## config.mk

```make
export PLATFORM = sky130hd
export DESIGN_NAME = branch_cmp_unit
export DESIGN_NICKNAME = d
export VERILOG_FILES = /design/src/rtl/branch_cmp_unit_pkg.sv /design/src/rtl/branch_cmp_core.sv /design/src/rtl/branch_cmp_unit.sv
export SDC_FILE = /design/constraint.sdc
export NUM_CORES = 1
export LEC_CHECK = 0
export CAP_MARGIN = 10
export CORE_MARGIN = 2
export CORE_UTILIZATION = 37
export CTS_CLUSTER_SIZE = 24
export DETAILED_ROUTE_END_ITERATION = 10
export PLACE_DENSITY = 0.89
export RECOVER_POWER = 25
export SETUP_SLACK_MARGIN = 0.1
export SYNTH_ARGS = -nofsm -noshare
export SYNTH_HDL_FRONTEND = slang
export SYNTH_SLANG_ARGS = --single-unit
export TNS_END_PERCENT = 100
```

## constraint.sdc

```tcl
create_clock -name clk -period 1.35 [get_ports clk]
set_clock_uncertainty 0.1 [all_clocks]
set_input_delay 0.2025 -clock clk [delete_from_list [all_inputs] [get_ports clk]]
set_output_delay 0.2025 -clock clk [all_outputs]
set_load 0.005 [all_outputs]
```

## src/rtl/branch_cmp_unit_pkg.sv

```systemverilog
// Shared compare-mode encoding for the branch compare unit and its core.
package branch_cmp_unit_pkg;

  localparam int unsigned MODE_W = 3;

  localparam logic [MODE_W-1:0] CMP_EQ  = 3'd0;
  localparam logic [MODE_W-1:0] CMP_NE  = 3'd1;
  localparam logic [MODE_W-1:0] CMP_LTZ = 3'd2;
  localparam logic [MODE_W-1:0] CMP_LEZ = 3'd3;
  localparam logic [MODE_W-1:0] CMP_GTZ = 3'd4;
  localparam logic [MODE_W-1:0] CMP_GEZ = 3'd5;
  localparam logic [MODE_W-1:0] CMP_LT  = 3'd6;
  localparam logic [MODE_W-1:0] CMP_LTU = 3'd7;

endpackage

```

## src/rtl/branch_cmp_core.sv

```systemverilog
// Combinational branch compare: evaluates one of eight modes on two operands.
module branch_cmp_core
  import branch_cmp_unit_pkg::*;
#(
  parameter int unsigned WIDTH = 32
) (
  input  logic [WIDTH-1:0]  a,
  input  logic [WIDTH-1:0]  b,
  input  logic [MODE_W-1:0] mode,
  output logic              taken
);

  logic a_neg;
  logic a_zero;

  assign a_neg  = a[WIDTH-1];
  assign a_zero = (a == '0);

  always_comb begin
    taken = 1'b0;
    case (mode)
      CMP_EQ:  taken = (a == b);
      CMP_NE:  taken = (a != b);
      CMP_LTZ: taken = a_neg;
      CMP_LEZ: taken = a_neg | a_zero;
      CMP_GTZ: taken = ~a_neg & ~a_zero;
      CMP_GEZ: taken = ~a_neg;
      CMP_LT:  taken = ($signed(a) < $signed(b));
      CMP_LTU: taken = (a < b);
      default: taken = 1'b0;
    endcase
  end

endmodule

```

## src/rtl/branch_cmp_unit.sv

```systemverilog
// Pipelined branch compare unit (LATENCY 1 or 2) with stall/flush.
// Optional saturating result counters are enabled by defining BRANCH_CMP_STATS_EN.
module branch_cmp_unit
  import branch_cmp_unit_pkg::*;
#(
  parameter int unsigned WIDTH   = 32,
  parameter int unsigned LATENCY = 1,
  parameter int unsigned TAG_W   = 5,
  parameter int unsigned CNT_W   = 16
) (
  input  logic              clk,
  input  logic              reset,
  input  logic              in_valid,
  input  logic [WIDTH-1:0]  in_a,
  input  logic [WIDTH-1:0]  in_b,
  input  logic [MODE_W-1:0] in_mode,
  input  logic [TAG_W-1:0]  in_tag,
  input  logic              stall,
  input  logic              flush,
  output logic              out_valid,
  output logic              out_taken,
  output logic [TAG_W-1:0]  out_tag,
  output logic [CNT_W-1:0]  stat_eval,
  output logic [CNT_W-1:0]  stat_taken
);

  logic             advance;
  logic             core_taken;
  logic             ld_valid;
  logic [TAG_W-1:0] ld_tag;

  assign advance = ~stall & ~flush;

  if (LATENCY == 1) begin : g_lat1
    branch_cmp_core #(.WIDTH(WIDTH)) u_core (
      .a     (in_a),
      .b     (in_b),
      .mode  (in_mode),
      .taken (core_taken)
    );
    assign ld_valid = in_valid;
    assign ld_tag   = in_tag;
  end else begin : g_lat2
    logic              s1_valid_q;
    logic [WIDTH-1:0]  s1_a_q;
    logic [WIDTH-1:0]  s1_b_q;
    logic [MODE_W-1:0] s1_mode_q;
    logic [TAG_W-1:0]  s1_tag_q;

    always_ff @(posedge clk or negedge reset) begin
      if (!reset) begin
        s1_valid_q <= 1'b0;
        s1_a_q     <= '0;
        s1_b_q     <= '0;
        s1_mode_q  <= '0;
        s1_tag_q   <= '0;
      end else if (flush) begin
        s1_valid_q <= 1'b0;
      end else if (!stall) begin
        s1_valid_q <= in_valid;
        if (in_valid) begin
          s1_a_q    <= in_a;
          s1_b_q    <= in_b;
          s1_mode_q <= in_mode;
          s1_tag_q  <= in_tag;
        end
      end
    end

    branch_cmp_core #(.WIDTH(WIDTH)) u_core (
      .a     (s1_a_q),
      .b     (s1_b_q),
      .mode  (s1_mode_q),
      .taken (core_taken)
    );
    assign ld_valid = s1_valid_q;
    assign ld_tag   = s1_tag_q;
  end

  logic             out_valid_q;
  logic             out_taken_q;
  logic [TAG_W-1:0] out_tag_q;

  // Taken is cleared alongside valid so a bubble or flush never shows a stale taken.
  always_ff @(posedge clk or negedge reset) begin
    if (!reset) begin
      out_valid_q <= 1'b0;
      out_taken_q <= 1'b0;
      out_tag_q   <= '0;
    end else if (flush) begin
      out_valid_q <= 1'b0;
      out_taken_q <= 1'b0;
    end else if (!stall) begin
      out_valid_q <= ld_valid;
      out_taken_q <= ld_valid & core_taken;
      if (ld_valid) begin
        out_tag_q <= ld_tag;
      end
    end
  end

  assign out_valid = out_valid_q;
  assign out_taken = out_taken_q;
  assign out_tag   = out_tag_q;

`ifdef BRANCH_CMP_STATS_EN
  logic             load_evt;
  logic [CNT_W-1:0] eval_cnt_q;
  logic [CNT_W-1:0] taken_cnt_q;

  assign load_evt = advance & ld_valid;

  always_ff @(posedge clk or negedge reset) begin
    if (!reset) begin
      eval_cnt_q  <= '0;
      taken_cnt_q <= '0;
    end else if (load_evt) begin
      if (eval_cnt_q != '1) begin
        eval_cnt_q <= eval_cnt_q + 1'b1;
      end
      if (core_taken && (taken_cnt_q != '1)) begin
        taken_cnt_q <= taken_cnt_q + 1'b1;
      end
    end
  end

  assign stat_eval  = eval_cnt_q;
  assign stat_taken = taken_cnt_q;
`else
  logic unused_advance;
  assign unused_advance = advance;
  assign stat_eval      = '0;
  assign stat_taken     = '0;
`endif

endmodule

```

==> impl_metrics.py, run 1 <==
metrics = {
    "timing": {
        "post-route-period-util_pct": 130,
        "layout_setup_ws_ns": -0.408,
        "rsz0062_at_grt": "true",
        "setup_viol": 1,
        "timing.final.crit_period_ns": 1.76,
        "slew_violations": 0,
        "hold_viol": 0,
        "fmax_mhz": 569,
    },
    "grt": {
        "grt_pass1_wl_um": 7890,
        "grt_max_degree": 8,
        "gr-total-overflow": 0,
        "gr-usage-all-layers_pct": 22.1,
        "antenna_found_initial": 0,
        "grt_pass1_vias": 1882,
    },
    "synthesis": {
        "synth_edf_count": 0,
        "synthArstFlopShare_pct": 100,
        "syn_area_mm2": 0.00150,
        "synth_top_flop_cell": "dfrtp_1",
        "yosys.cell_count.top_type": "inv_1",
        "synth_area_leaders": "ha_1, buf_4, dfrtp_1",
        "synth_cell_types": 29,
        "synth_top_area_share_pct": 26.7,
        "ys_seq_area_share_pct": 11.7,
        "yosys_warnings": 0,
        "avgSynthCellArea_um2": 7.81,
        "ys_ff_latch": 7,
        "synthTopCellsByCount": "inv_1, buf_4, ha_1, a21oi_1, nand4_1",
        "synth_top_cell_by_area": "ha_1",
        "syn_inst": 192,
    },
    "critical_path": {
        "rr_startpoint": "out_taken",
        "crit_path_start_kind": "input port",
        "cp-end-kind": "register",
        "crit_chain": "buf_2 -> buf_4 -> nor4_4 -> nand4_1 -> o21a_1 -> o31a_1 -> a211oi_2 -> o31ai_2",
        "cp.required_ns": 1.35,
        "critical-path-max-stage-delay_ns": 0.30,
        "reg2reg_depth": 4,
        "timing.rr.end": "out_taken",
        "r2r_slack_ns": 0.42,
        "cp_max_fo": 2,
        "critical_path_class": "input port to register",
        "cp_slowest_cell": "o31a_1",
        "cp.arrival_ns": 1.76,
    },
    "clock_tree": {
        "worstSkewPairLatency_ns": 0.22,
        "htreeDepth": 1,
        "clk_pin_slew_ns": 0.04,
        "cts-root-buf": "clkbuf_8",
        "clockBufferDepth": 2,
        "hold_buffers": 0,
        "cts.sinks": 7,
        "cts_buffers": 3,
        "tritoncts": "yes",
    },
    "routing": {
        "drc_errors": 0,
        "totalWireLength_um": 5050,
        "drt_iter0_drc": 28,
        "ant_nets": 0,
        "vias": 1709,
        "viasPerCell": 4.75,
        "first_pass_iters": 4,
        "routedWlPerCell_um": 14.0,
    },
    "run": {
        "maxCapViolCount": 0,
    },
    "placement": {
        "hpwl_um": 3770,
        "pre_cts_ws_ns": -1.16,
        "place.gp.congestion": 0.738,
        "numPortBuffers": 83,
    },
    "cells_and_area": {
        "insertedDiodeCount": 0,
        "final_util_pct": 72.1,
        "drive_gt1_share_pct": 58.7,
        "fillers": 320,
        "area_growth_pct": 89.4,
        "nNetsFinal": 420,
    },
    "die": {
        "io_pins": 116,
        "dieArea_mm2": 0.00458,
        "start_util_pct": 38.1,
        "die_width_um": 67.7,
        "rows": 23,
        "die_h_um": 67.7,
        "coreArea_mm2": 0.00394,
    },
    "status": {
        "violations": "setup timing",
        "status": "complete, but fails checks",
    },
    "pwr": {
        "powerDensity_mw_per_mm2": 469,
        "p_leak_nw": 1.33,
        "ir_drop_v": 0.000295,
    },
    "min_path": {
        "hold_path.class": "input port to async pin",
    },
}
==> cell usage in the layout (no fill, tap or decap), types with 4 or more instances in the layout <==
cell,instances
nor4_1,4
nand4_1,10
buf_6,8
buf_2,44
conb_1,32
dlygate4sd2_1,13
mux2_2,4
ha_4,31
o21ai_0,5
nand2_1,7
nor2_1,5
buf_4,33
inv_1,6
clkdlybuf4s50_1,8
a21oi_1,11
dfrtp_1,7
inv_2,28
==> worst max path at each step <==
stage / from / to / slack, ns
2_1_floorplan: in_b[7] / out_taken / -0.40
3_3_place_gp: in_a[31] / out_taken / -1.12
3_5_place_dp: in_a[31] / out_taken / -1.16
4_1_cts: in_a[8] / out_taken / -0.43
5_1_grt: in_b[29] / out_taken / -0.50
6_report: in_a[0] / out_taken / -0.41
==> through the flow <==
step | power, mW | instances | hold slack [ns] | setup TNS (ns) | instance area, µm²
final | 1.33 | 360 | 0.212 | -0.408 | 2840
after CTS | 1.30 | 360 | 0.147 | -0.426 | 2840
after floorplan | 0.566 | 223 | -0.193 | -0.403 | 1630
after global placement | 0.908 | 351 | 0.383 | -2.39 | 2480
after detailed placement | 0.936 | 351 | 0.385 | -2.51 | 2480
after global routing | 1.44 | 360 | 0.238 | -0.504 | 2840
==> power breakdown <==
group	switching [mW]	internal, mW
combinational	0.353	0.427
clock	0.0884	0.204
sequential	0.0157	0.243
total	0.457	0.874
==> metal layers <==
metal  vias to the layer above  share of wire, %  GRT usage, %  routed length [µm]
met5                         -                 0             0                   0
met4                         0              0.53          4.85                  27
met3                         4               7.1          2.67                 361
met2                        66                57          46.7                2890
met1                       796                35          22.4                1770
li1                        843                 -             -                   -
==> cell type report <==
type	instances	area, µm²	area share [%]
flip-flops and latches	7	175	6.16
multi-input cells	150	1600	56.1
well taps	50	62.6	2.20
inverters	34	128	4.49
repair buffers	115	836	29.4
clock buffers	4	45.0	1.59
==> timing repair <==
item                       CTS  global route
setup endpoints to repair   13             1
pin swaps                   48            12
resized for setup          303            22
buffers inserted             6             0
==> worst max-delay path, delay by kind of cell <==
kind	cells	cell delay [ns]
AOI/OAI and AO/OA	4	0.83
and+or+nand+nor	2	0.46
buffers and inverters	2	0.26
==> flip-flops by register name, indices dropped and copies added (netlist names) <==
| signal | count |
|---|---|
| out_valid | 1 |
| out_taken | 1 |
| out_tag | 5 |
==> logic make-up after synthesis <==
| logic type | Yosys count | synth area share [%] |
|---|---|---|
| other | 1 | 0.250 |
| DFF | 7 | 11.7 |
| muxes | 6 | 4.42 |
| buffers and inverters | 66 | 24.5 |
| and+or+nand+nor | 45 | 18.1 |
| adders and majority gates | 32 | 26.7 |
| AOI/OAI and AO/OA | 35 | 14.3 |
Power figures use the tool's default switching activity.
==> inputs of run 2 (changes only) <==
--- a/config.mk
+++ b/config.mk
@@ -6,12 +6,10 @@
 export NUM_CORES = 1
 export LEC_CHECK = 0
 export CAP_MARGIN = 10
-export CORE_MARGIN = 2
-export CORE_UTILIZATION = 37
+export CORE_UTILIZATION = 30
 export CTS_CLUSTER_SIZE = 24
 export DETAILED_ROUTE_END_ITERATION = 10
-export PLACE_DENSITY = 0.89
-export RECOVER_POWER = 25
+export PLACE_DENSITY = 0.74
 export SETUP_SLACK_MARGIN = 0.1
 export SYNTH_ARGS = -nofsm -noshare
 export SYNTH_HDL_FRONTEND = slang
==> impl_metrics.py, run 2 (same netlist as run 1, synthesis figures left out) <==
metrics = {
    "status": {
        "status": "complete, but fails checks",
        "violations": "setup timing",
    },
    "grt": {
        "gr-total-overflow": 0,
        "grt_max_degree": 8,
        "gr-usage-all-layers_pct": 16.2,
        "antenna_found_initial": 0,
        "grt_pass1_vias": 1634,
        "grt_pass1_wl_um": 6820,
    },
    "clock_tree": {
        "tritoncts": "yes",
        "htreeDepth": 1,
        "worstSkewPairLatency_ns": 0.22,
        "clockBufferDepth": 2,
        "hold_buffers": 0,
        "cts_buffers": 3,
        "cts.sinks": 7,
        "cts-root-buf": "clkbuf_8",
        "clk_pin_slew_ns": 0.04,
    },
    "pwr": {
        "finalPower_mw": 1.33,
        "power_switching_share_pct": 32.9,
        "clock_power_share_pct": 22.2,
        "switching_power_mw": 0.438,
        "p_leak_nw": 1.62,
        "comb_power_share_pct": 58.3,
        "power_frac_seq_pct": 19.5,
        "powerDensity_mw_per_mm2": 445,
        "ir_drop_v": 0.000364,
        "intPower_mw": 0.892,
    },
    "cells_and_area": {
        "nNetsFinal": 420,
        "insertedDiodeCount": 0,
        "largest_reg_flops": 5,
        "final_cell_mix": "dlymetal6s2s_1, conb_1, buf_4",
        "fin_cells": 377,
        "final_cell_area_mm2": 0.00299,
        "drive_gt1_share_pct": 45.8,
        "area_growth_pct": 99.2,
        "final_common_cell": "dlymetal6s2s_1",
    },
    "critical_path": {
        "cp_max_fo": 2,
        "cp.required_ns": 1.34,
        "cp.arrival_ns": 1.88,
        "crit_start": "in_a[5]",
        "rr_startpoint": "out_taken",
        "path_common_cell": "nand4_1",
        "critical-path-max-stage-delay_ns": 0.36,
        "cp_slowest_cell": "nor4_2",
        "crit_path_start_kind": "input port",
        "critical_path_class": "input port to register",
        "crit_chain": "buf_6 -> ha_4 -> nand4_1 -> nor4_2 -> nand4_1 -> a211o_1 -> a211oi_2 -> o31ai_4",
        "cp-end-kind": "register",
    },
    "timing": {
        "fmax_mhz": 530,
        "final.setup.tns_ns": -0.536,
        "rsz0062_at_grt": "true",
        "whs_ns": 0.144,
        "setup_viol": 1,
        "slew_violations": 0,
        "hold_viol": 0,
        "layout_setup_ws_ns": -0.536,
        "timing.final.crit_period_ns": 1.89,
        "post-route-period-util_pct": 140,
    },
    "die": {
        "dieArea_mm2": 0.00529,
        "die_width_um": 72.7,
        "coreArea_mm2": 0.00475,
        "rows": 25,
        "die_h_um": 72.7,
        "start_util_pct": 31.6,
        "io_pins": 116,
    },
    "routing": {
        "ant_nets": 0,
        "routedWlPerCell_um": 13.2,
        "vias": 1706,
        "drc_errors": 0,
        "first_pass_iters": 3,
        "viasPerCell": 4.53,
        "totalWireLength_um": 4990,
        "drt_iter0_drc": 22,
    },
    "placement": {
        "place.gp.congestion": 0.742,
        "place_area_mm2": 0.00252,
        "numPortBuffers": 83,
        "dp_cells": 370,
        "hpwl_um": 3650,
    },
    "min_path": {
        "hold_path.class": "input port to async pin",
    },
    "run": {
        "maxCapViolCount": 0,
    },
}
-- run 2: power groups by stage --
stage	Clock [mW]	Sequential, mW	Combinational, mW
3_5_place_dp	0	0.262	0.674
6_report	0.295	0.259	0.776
5_1_grt	0.306	0.264	0.857
3_3_place_gp	0	0.260	0.659
2_1_floorplan	0	0.264	0.302
4_1_cts	0.294	0.258	0.681
-- run 2: timing repair --
item | in CTS | in global routing
pin swaps | 7 | 37
setup buffers | 1 | 2
gates resized for setup | 27 | 169
endpoints found under the hold margin | 0 | 0
endpoints found under the setup margin | 13 | 1
gates cloned | 0 | 0
-- run 2: path summary, 6_finish.rpt --
kind / endpoint / slack, ns / cells past startpoint
hold / removal: out_tag[4] / 0.14 / 1
setup / recovery: out_taken / -0.54 / 8
max in group asynchronous: out_taken / 0.76 / 1
hold reg to reg: out_tag[3] / 0.40 / 1
setup reg to reg: out_taken / 0.27 / 4
min in group clk: out_valid / 0.30 / 3
-- run 2: per-stage QoR --
stage	setup slack [ns]	util, %
after global routing	-0.646	62.9
after floorplan	-0.403	-
after CTS	-0.792	55.7
final	-0.536	62.9
after detailed placement	-1.20	53.0
after global placement	-1.17	53.0
-- run 2: per-layer routing --
| metal | track usage (%) | vias to the layer above | wire, µm |
|---|---|---|---|
| li1 | - | 849 | - |
| met3 | 0.552 | 2 | 279 |
| met5 | 0 | - | 0 |
| met4 | 3.49 | 0 | 22 |
| met2 | 32.0 | 64 | 2730 |
| met1 | 19.1 | 791 | 1970 |
-- run 2: critical path: cells and delay by family --
family                     cells  cell delay, ns
AOI/OAI and AO/OA              3            0.68
adders and majority gates      1            0.25
and+or+nand+nor                3            0.63
buffers and inverters          1            0.10
-- run 2: final cells by class --
cell class / instances / area, µm²
sequential: 7 / 175
timing repair buffer: 115 / 1050
tap: 67 / 83.8
multi-input combinational: 150 / 1510
fill: 419 / 1770
inverter: 34 / 130
clock buffer: 4 / 45.0
==> inputs of run 3 (changes only) <==
--- a/config.mk
+++ b/config.mk
@@ -5,7 +5,7 @@
 export SDC_FILE = /design/constraint.sdc
 export NUM_CORES = 1
 export LEC_CHECK = 0
-export CAP_MARGIN = 10
+export CAP_MARGIN = 5
 export CORE_UTILIZATION = 30
 export CTS_CLUSTER_SIZE = 24
 export DETAILED_ROUTE_END_ITERATION = 10
==> results of run 3 <==
Same layout as run 2: the final DEF is identical, and so are final timing and power.
